--- src/rtl/bsg_two_fifo_rv.sv ---
// bsg_two_fifo_rv: two-entry ready/valid FIFO feeding an enable-gated state register.
// The head word is presented straight from storage (no bypass), so a word
// enqueued in one cycle appears on v_o/data_o in the next.
// Optional build macro BSG_TWO_FIFO_RV_COUNT_EN adds a registered occupancy
// output count_o (0..2).
module bsg_two_fifo_rv #(
   parameter int width_p                 = 3,
   parameter bit allow_enq_deq_on_full_p = 1'b0
) (
   input  logic               clk_i,
   input  logic               reset_i,
   input  logic               v_i,
   input  logic [width_p-1:0] data_i,
   output logic               ready_o,
   output logic               v_o,
   output logic [width_p-1:0] data_o,
   input  logic               yumi_i
`ifdef BSG_TWO_FIFO_RV_COUNT_EN
   ,
   output logic [1:0]         count_o
`endif
);

   logic [width_p-1:0] mem_r [2];
   logic               rd_ptr_r;
   logic               wr_ptr_r;
   logic               empty_r;
   logic               full_r;

   logic               w_enq;
   logic               w_deq;
   logic               w_ready;

   // Accept a word when not full; optionally also when full and the head leaves this cycle.
   generate
      if (allow_enq_deq_on_full_p) begin : g_ready_full_deq
         assign w_ready = (~full_r | yumi_i) & ~reset_i;
      end else begin : g_ready_plain
         assign w_ready = ~full_r & ~reset_i;
      end
   endgenerate

   assign ready_o = w_ready;
   assign w_enq   = v_i & w_ready;
   // A yumi while empty is a protocol violation; masking it keeps the pointers intact.
   assign w_deq   = yumi_i & ~empty_r;

   assign v_o    = ~empty_r;
   assign data_o = mem_r[rd_ptr_r];

   // Per-entry storage: cleared on reset, written only when enqueued into that slot.
   generate
      for (genvar gi = 0; gi < 2; gi++) begin : g_entry
         always_ff @(posedge clk_i) begin
            if (reset_i) begin
               mem_r[gi] <= '0;
            end else if (w_enq && (wr_ptr_r == 1'(gi))) begin
               mem_r[gi] <= data_i;
            end
         end
      end
   endgenerate

   // Pointer and occupancy-flag update; simultaneous enq and deq leave the flags as they are.
   always_ff @(posedge clk_i) begin
      if (reset_i) begin
         rd_ptr_r <= 1'b0;
         wr_ptr_r <= 1'b0;
         empty_r  <= 1'b1;
         full_r   <= 1'b0;
      end else begin
         if (w_enq) begin
            wr_ptr_r <= ~wr_ptr_r;
         end
         if (w_deq) begin
            rd_ptr_r <= ~rd_ptr_r;
         end
         if (w_enq && !w_deq) begin
            empty_r <= 1'b0;
            full_r  <= ((wr_ptr_r + 1'b1) == rd_ptr_r);
         end
         if (w_deq && !w_enq) begin
            full_r  <= 1'b0;
            empty_r <= ((rd_ptr_r + 1'b1) == wr_ptr_r);
         end
      end
   end

`ifdef BSG_TWO_FIFO_RV_COUNT_EN
   logic [1:0] count_r;

   // Occupancy counter mirroring the empty/full flags.
   always_ff @(posedge clk_i) begin
      if (reset_i) begin
         count_r <= 2'd0;
      end else if (w_enq && !w_deq) begin
         count_r <= count_r + 2'd1;
      end else if (w_deq && !w_enq) begin
         count_r <= count_r - 2'd1;
      end
   end

   assign count_o = count_r;
`endif

endmodule

--- config.mk ---
export PLATFORM = sky130hd
export DESIGN_NAME = bsg_two_fifo_rv
export DESIGN_NICKNAME = d
export VERILOG_FILES = /design/src/rtl/bsg_two_fifo_rv.sv
export SDC_FILE = /design/constraint.sdc
export NUM_CORES = 1
export LEC_CHECK = 0
export BUFFER_PORTS_ARGS = -buffer_cell sky130_fd_sc_hd__buf_2
export CAP_MARGIN = 0
export CORE_MARGIN = 1
export CORE_UTILIZATION = 40
export DETAILED_ROUTE_END_ITERATION = 12
export GPL_TIMING_DRIVEN = 0
export PLACE_DENSITY = 0.67
export SLEW_MARGIN = 0
export SYNTH_ARGS = -nofsm -noshare
export SYNTH_HDL_FRONTEND = slang
export SYNTH_SLANG_ARGS = --single-unit
export TNS_END_PERCENT = 30
--- constraint.sdc ---
create_clock -name clk_i -period 3.7 [get_ports clk_i]
set_clock_uncertainty 0.1 [all_clocks]
set_input_delay 0.37 -clock clk_i [delete_from_list [all_inputs] [get_ports clk_i]]
set_output_delay 0.37 -clock clk_i [all_outputs]
set_load 0.005 [all_outputs]
-- Word-level counts from Yosys, hierarchy flattened
Memory sizes are Yosys's and may differ from the RTL's. A register that Yosys moved wholly into a read port is not among the register bits.
Cells that the tools add are included.
Widths: inputs -> output; s select.
- bits in registers: 4
- bits in writable memories: 6
- input bits: 7
- output and inout port bits: 5
- logic and storage cells: 41
- memories kept: 1
- memory list (name ; words ; bits a word ; read ports ; clocked after Yosys merged registers in ; wr ports ; line ; text):
    mem_r ; 2 ; 3 ; 1 ; 1 ; 2 ; 24 ; logic [width_p-1:0] mem_r [2];
- $add $sub $neg: 2
- equality and inequality tests: 2
- multiplexer cells: 14
- bitwise operators: 10
- reduce and logical (&&, ||, !) cells: 8
- operator list (cell ; number):
    $mux 1 ; 12
    $mux 3 ; 2
    $not 1->1 ; 5
    $logic_and 1x1->1 ; 4
    $and 1x1->1 ; 3
    $add 1x1->1 const B ; 2
    $eq 1x1->1 ; 2
    $logic_not 1->1 ; 2
    $or 1x1->1 ; 2
    $reduce_bool 2->1 ; 1
    $reduce_or 2->1 ; 1

-- Logic depth before layout (Yosys ltp)
Gate-level depths: netlist (run 1).
- depth after elaboration: 8
- mapped depth: 6
- mapped depth without buffers: 6

-- Worst setup path before layout (run 1)
OpenSTA, ideal clock, no wires.
- kind: input to register
- start point: in reset_i
- end point: reg empty_r
- library setup time: 0.123 ns
- arrival time: 1.201 ns
- required time: 3.477 ns
- setup slack: 2.276 ns
- stages: 5
- path buffers: 1
- cell sequence: buf_2 nor3_1 ha_1 a21oi_1 o21ai_0
- word-level cells in the longest chain between the ends: 6
- elaborated cells between the ends (all ways): 8
- classes of those cells: 1 x mux; 3 x bitwise; 4 x reduce/logical
- ends and longest elaborated chain (item ; line ; text):
    start: declaration ; 11 ; input logic reset_i,
    $not 1->1 ; 39 ; assign w_ready = ~full_r & ~reset_i;
    $and 1x1->1 ; 39 ;
    $and 1x1->1 ; 44 ; assign w_enq = v_i & w_ready;
    $logic_not 1->1 ; 82 ; if (w_deq && !w_enq) begin
    $logic_and 1x1->1 ; 82 ;
    $mux 1 / $reduce_bool 2->1 (equally long branches) ; -- ;
    end signal: assignment ; 84 ; empty_r <= ((rd_ptr_r + 1'b1) == wr_ptr_r);
    end: declaration ; 27 ; logic empty_r;
Several ways; a longest one is shown, not always the timed one.
A chain may end at the register's enable or synchronous reset.

==> results of run 1 <==
-- routing by layer --
metal,vias to the layer above,wire length [um],track usage
li1,194,-,-
met1,169,373,0.171
met2,9,453,0.250
met3,4,30,0.0349
met4,0,21,0.0804
met5,-,0,0
-- final cells by class --
cell class	count	area [um^2]	share of cell area
multi-input cells	33	215	0.346
plain buffers	2	16.3	0.0262
inverters	4	15.0	0.0241
flip-flops and latches	11	280	0.451
clock inverters	1	5.00	0.00805
clock buffers	3	22.5	0.0362
repair buffers	10	50.0	0.0805
well taps	14	17.5	0.0282
-- final timing paths --
check,to,depth (start not counted)
worst max-delay path,data_o[0],2
worst min-delay path,wr_ptr_r$_SDFFE_PP0N_,2
worst max register to register,empty_r$_SDFFE_PP1P_,5
worst min register to register,empty_r$_SDFFE_PP1P_,2
-- flip-flops by register name, indices dropped and copies added (netlist names), named ones only --
name	flops
mem_r	6
empty_r	1
full_r	1
wr_ptr_r	1
rd_ptr_r	1
-- critical path, delay by kind of cell, from the launching register on --
| kind | cells | cell delay (ns) |
|---|---|---|
| multiplexers | 1 | 0.34 |
| buffers and inverters | 1 | 0.13 |
| flip-flops | 1 | 0.38 |
-- through the flow --
stage	setup WS (ns)	power [mW]	hold WS [ns]	util	cell area, um^2
floorplan	2.28	0.175	0.338	-	527
finish	2.12	0.268	0.279	0.531	622
global placement	2.19	0.188	0.358	0.507	594
detailed placement	2.15	0.189	0.367	0.507	594
CTS	2.10	0.272	0.275	0.531	622
global route	2.08	0.281	0.286	0.531	622
-- placed cells by master, fill, tap and decap left out, drive strengths merged --
master and instances:
nor3 5, dfxtp 5, edfxtp 6, xor2 1
nand2b 2, nor2b 1, o21ai 2, clkinv 1
a21oi 2, nor2 6, inv 4, ha 2
mux2i 1, buf 12, or3 1, mux2 3
nand2 5, clkbuf 3, o21bai 1, xnor2 1
-- power groups by stage --
stage	Combinational (mW)	Clock [mW]	Sequential (mW)
global placement	0.0403	0	0.147
CTS	0.0412	0.0857	0.145
global route	0.0458	0.0891	0.147
detailed placement	0.0409	0	0.148
finish	0.0406	0.0828	0.145
floorplan	0.0286	0	0.146
-- cell families (layout without fill, tap and decap cells) --
kind of cell | count (synthesis) | after routing | synth area share
buffers and inverters | 6 | 20 | 0.0594
AO/OA/AOI/OAI | 5 | 5 | 0.0523
XOR/XNOR | 2 | 2 | 0.0333
AND/OR/NAND/NOR | 20 | 20 | 0.192
flip-flops | 11 | 11 | 0.532
multiplexers | 4 | 4 | 0.0831
adder cells (fa/ha/maj) | 2 | 2 | 0.0475
==> metrics.md, run 1 <==
| Metric | Value |
|---|---|
| Synth warnings | 0 |
| Via/cell ratio | 4.82 |
| Worst VDD drop | about 0.00017 V |
| Clk sinks | 11 |
| CTS Root Cell | clkbuf_4 |
| Routed length per instance | about 11 um |
| RSZ-0062 raised after global routing | no |
| Crit path kind | reg -> out |
| Worst setup SP type | flop |
| Synth top area share | 0.342 |
| Outcome | finished, final reports clean |
| Final setup viols | 0 |
| DR vias | about 380 |
| Ys flop type | edfxtp_1 |
| Sequential-to-total area share from yosys stat | 0.532 |
| Post-Syn Area | around 530 um^2 |
| DPL Wire Length | 675 um |
| DRC | 0 |
| Avg Cell Area, Syn | 10.5 um^2 |
| Grt total ovfl | 0 |
| Row count | 12 |
| Critical path data arrival time | 1.11 ns |
| Vias in the first global route | approximately 360 |
| Worst path cell trace | mux2_2, buf_2 |
| Fillers | 110 |
| Layout cells sized above 1 | 0.328 |
| Die X | roughly 38 um |
| Core Region | around 1200 um^2 |
| First-pass GRT wire length | 1410 um |
| Reg-to-reg critical path startpoint | full_r$_SDFFE_PP0P_ |
| Required @ worst endpoint | 3.23 ns |
| Top Ports | 12 |
| Clk_lat worst skew | about 0.27 ns |
| Die ar. | between 1000 and 1500 um^2 |
| RD Place Congestion | 0.788 |
| Net Count, Synth | between 50 and 60 |
| Tot GR Track Use | 0.148 |
| Synth cell types | 20 |
| Final setup TNS | 0 ns |
| Syn Inst Count | 50 |
| N_diodes | 0 |
| Switching power | approximately 0.069 mW |
| Worst-margin pin slew | 0.335 ns |
| Largest net degree at the start of global routing | 11 |
| Hold-fix buffer count after cts | 0 |
| Seq pwr share | 0.540 |
| Worst-path clk slew | 0.07 ns |
| Worst stage delay on the critical path | ~0.38 ns |
| Internal power | approximately 0.2 mW |
| Synth top cells by count | 6 x edfxtp_1, 6 x nor2_1, 5 x dfxtp_1, 5 x nand2_1 |
| Final min period | approximately 1.6 ns |
| Post-synthesis async set-or-reset flop share | 0 |
| Iter 0 DRT Violations | 6 |
| Layout net count | 74 |
| Post-CTS setup buffer count | 0 |
| Chip height | 38.3 um |
| Yosys top cell by area | edfxtp_1 |
| Switch share | 0.255 |
| Overall routed net length | between 800 and 900 um |
| Port bufs | 10 |
| TritonCTS clock tree | built |
| EDFF count, synth | 6 |
| Initial Utilization | 0.450 |
| Crit. End Element | output pin |
| Layout area overhead | 18.1% |
| Critical path's slowest cell | dfxtp_1 |
| Hold path start | reset_i |
| Period utilisation layout | 0.428 |
| Reg-to-reg slack, setup | 2.27 ns |
| Layout Cells excl Fill | 78 |
| Count of final hold-check violations | 0 |
| Max-cap viol count | 0 |
| #FFs+latches synth | 11 |
| Tightest Hold Check Type | in -> reg |
| Placed instance count | 74 |
| Leakage power | between 0.2 and 0.3 nW |
| Slew Limit Fails | 0 |
| Combinational share of power | 0.151 |
| Antenna-violating nets left | 0 |
| Antenna violations before repair | 0 |
| Post_cts resized | 0 |
| Clk pwr share | 0.309 |
| CTS Buffer Depth | 2 |
| CTS Buf Count | 3 |
| Synth top area cells | edfxtp_1 34%, dfxtp_1 19%, mux2_2 6.4% |
| Power Dens Cells | between 400 and 500 nW/um^2 |
| Max-slew headroom | 0.776 |
| Fmax | 632 MHz |
| Max FO, Critical Path | 3 |
| H-tree depth | 1 |
| DR pass1 iterations | 3 |
(Power assumes the default switching activity.)
==> inputs of run 2 (changes only) <==
- ABC_AREA: unset -> 1
- clock period: 3.7 -> 1.5 ns (I/O delays scaled with it)
==> run 2 against run 1 <==
Non-clock buffer count decreased by 1. First-iteration DRC count is 33% higher. Highest routed layer unchanged. Power grew 140%. Count of clock-buffer cells in the layout up 1. Via count increased by 9.6%.
==> metrics.md, run 2 <==
| Metric | Value |
|---|---|
| Outcome | finished, final reports clean |
| DR pass1 iterations | 4 |
| Max FO, Critical Path | 4 |
| CTS Buffer Depth | 2 |
| Final setup viols | 0 |
| Placed instance count | 89 |
| Place WS | approximately 0.23 ns |
| Die X | slightly below 40 um |
| Reg-to-reg critical path startpoint | full_r$_SDFFE_PP0P_ |
| Hold path start | reset_i |
| Worst-case reg-to-reg path depth | 6 |
| Most frequent cells in the layout | 13 x nand2_1, 11 x inv_1, 11 x buf_2 |
| Post_cts resized | 0 |
| Clk_lat worst skew | roughly 0.26 ns |
| DRC | 0 |
| Via/cell ratio | about 4.4 |
| Worst setup SP type | flop |
| Iter 0 DRT Violations | 8 |
| Chip height | 38.8 um |
| Max-cap viol count | 0 |
| Layout area overhead | 18.2% |
| Layout cells sized above 1 | 0.304 |
| Post-CTS setup buffer count | 0 |
| Worst path cell trace | nor2_4, nand2_4, clkinv_2, ha_1, a21oi_1, nand2_1 |
| DR vias | roughly 400 |
| EDFF count, synth | 6 |
| Avg Cell Area, Syn | roughly 8.5 um^2 |
| Period utilisation layout | 0.848 |
| Die ar. | 1510 um^2 |
| Placed inst area | roughly 620 um^2 |
| H-tree depth | 1 |
| Synth cell types | 16 |
| Critical path's slowest cell | dfxtp_1 |
| Leakage power | 0.322 nW |
| Yosys top cell by area | edfxtp_1 |
| Largest net degree at the start of global routing | 7 |
| Fillers | roughly 120 |
| Sequential Area | around 280 um^2 |
| N_diodes | 0 |
| TritonCTS clock tree | built |
| Tightest Hold Check Type | in -> reg |
| Largest register FFs | 6 |
| Footprint of the multi-input gates | ~210 um^2 |
| Synth warnings | 0 |
| Crit path kind | reg -> reg |
| Antenna-violating nets left | 0 |
| Vias in the first global route | roughly 370 |
| Max-slew headroom | 0.886 |
| Initial Utilization | 0.458 |
| Tot GR Track Use | 0.143 |
| Util after Layout | 0.541 |
| Reg-to-reg slack, setup | ~0.23 ns |
| Count of final hold-check violations | 0 |
| RD Place Congestion | approximately 0.73 |
| #FFs+latches synth | 11 |
| Clk sinks | 11 |
| RSZ-0062 raised after global routing | no |
| Most common cell after layout, fill and taps aside | nand2_1 |
| Core Region | between 1000 and 1500 um^2 |
| First-pass GRT wire length | 1370 um |
| Worst stage delay on the critical path | between 0.3 and 0.4 ns |
| Syn Inst Count | 64 |
| Net Count, Synth | 73 |
| Layout Cells excl Fill | 93 |
| Fmax | 786 MHz |
| Worst VDD drop | 0.000427 V |
| Most common cell in the netlist | nand2_1 |
| Final min period | 1.27 ns |
| Grt total ovfl | 0 |
| Sequential-to-total area share from yosys stat | 0.516 |
| Synth top area cells | edfxtp_1 33%, dfxtp_1 18%, nand2_1 9.0% |
| Power Dens Cells | a little over 1000 nW/um^2 |
| Layout net count | 89 |
| CTS Root Cell | clkbuf_4 |
| Row count | 12 |
| Crit. End Element | flop |
| Reg2reg end | empty_r$_SDFFE_PP1P_ |
| Largest Register | mem_r |
| DPL Wire Length | about 700 um |
| Final setup TNS | 0 ns |
| Slew Limit Fails | 0 |
| Required @ worst endpoint | between 1.5 and 2 ns |
| Synth top area share | 0.332 |
| Hold-fix buffer count after cts | 0 |
| Ys flop type | edfxtp_1 |
| Antenna violations before repair | 0 |
| Overall routed net length | 796 um |
| Post-Syn Area | approximately 540 um^2 |
| Port bufs | 11 |
| Hold path cells | 3 |
| Critical path data arrival time | 1.34 ns |
| Worst-margin pin slew | about 0.17 ns |
| Worst-path clk slew | ~0.070 ns |
| Routed length per instance | about 8.6 um |
| Post-synthesis async set-or-reset flop share | 0 |
| Top Ports | 12 |
| Synth top cells by count | 13 x nand2_1, 11 x inv_1, 10 x nor2_1 |
| Hold EP | empty_r$_SDFFE_PP1P_ |
| PnR worst setup slack | 0.228 ns |
| CTS Buf Count | 3 |
| Design Area, Final | 642 um^2 |
[run 2: cell count changes after synthesis, sizes merged, moves of 2 or more]
cell	before	now
buf	2	0
inv	4	13
mux2	3	0
nand2	5	15
nand2b	2	0
nand3	0	2
nor2	6	14
nor3	5	0
o21ai	2	4
[run 2: layer usage]
layer  track usage  share of wire  wire length [um]  vias up
li1              -              -                 -      223
met1         0.164           0.44               352      171
met2         0.217           0.46               366       14
met3        0.0347          0.060                48        4
met4         0.129          0.034                27        0
met5             0              0                 0        -
[run 2: worst max-delay path by stage]
stage | start | endpoint | slack [ns] | cells past startpoint
6_report | full_r$_SDFFE_PP0P_ | empty_r$_SDFFE_PP1P_ | 0.23 | 6
2_1_floorplan | full_r$_SDFFE_PP0P_ | empty_r$_SDFFE_PP1P_ | 0.27 | 6
3_5_place_dp | full_r$_SDFFE_PP0P_ | empty_r$_SDFFE_PP1P_ | 0.23 | 6
5_1_grt | full_r$_SDFFE_PP0P_ | empty_r$_SDFFE_PP1P_ | 0.11 | 6
3_3_place_gp | full_r$_SDFFE_PP0P_ | empty_r$_SDFFE_PP1P_ | 0.25 | 6
4_1_cts | full_r$_SDFFE_PP0P_ | empty_r$_SDFFE_PP1P_ | 0.22 | 6
[run 2: layout make-up]
class	instances	area share
clock buffers	4	0.0409
flip-flops and latches	11	0.437
multi-input cells	39	0.326
repair buffers	11	0.0858
well taps	14	0.0273
inverters	14	0.0838
[run 2: where the power goes]
part,leakage (nW),internal [mW],switching [mW]
Combinational,0.203,0.0413,0.0572
Sequential,0.104,0.341,0.0138
Clock,0.0150,0.103,0.0967
[run 2: critical path, delay by kind of cell, from the launching register on]
family                   cells  cell delay (ns)
flip-flops                   1             0.33
AND/OR/NAND/NOR              3             0.29
buffers and inverters        1             0.07
AO/OA/AOI/OAI                1             0.14
adder cells (fa/ha/maj)      1             0.23
[run 2: cells by family after synthesis]
kind of cell               share of synthesized area
and+or+nand+nor                                0.283
buffers and inverters                         0.0991
DFF                                            0.516
AOI/OAI and AO/OA                             0.0553
adders and majority gates                     0.0461
[run 2: per-stage QoR]
step                      power (mW)  hold WS, ns
after floorplan                0.426        0.145
after global placement         0.460        0.306
after detailed placement       0.462        0.313
after CTS                      0.658       0.0355
after global routing           0.689       0.0452
final                          0.653       0.0374
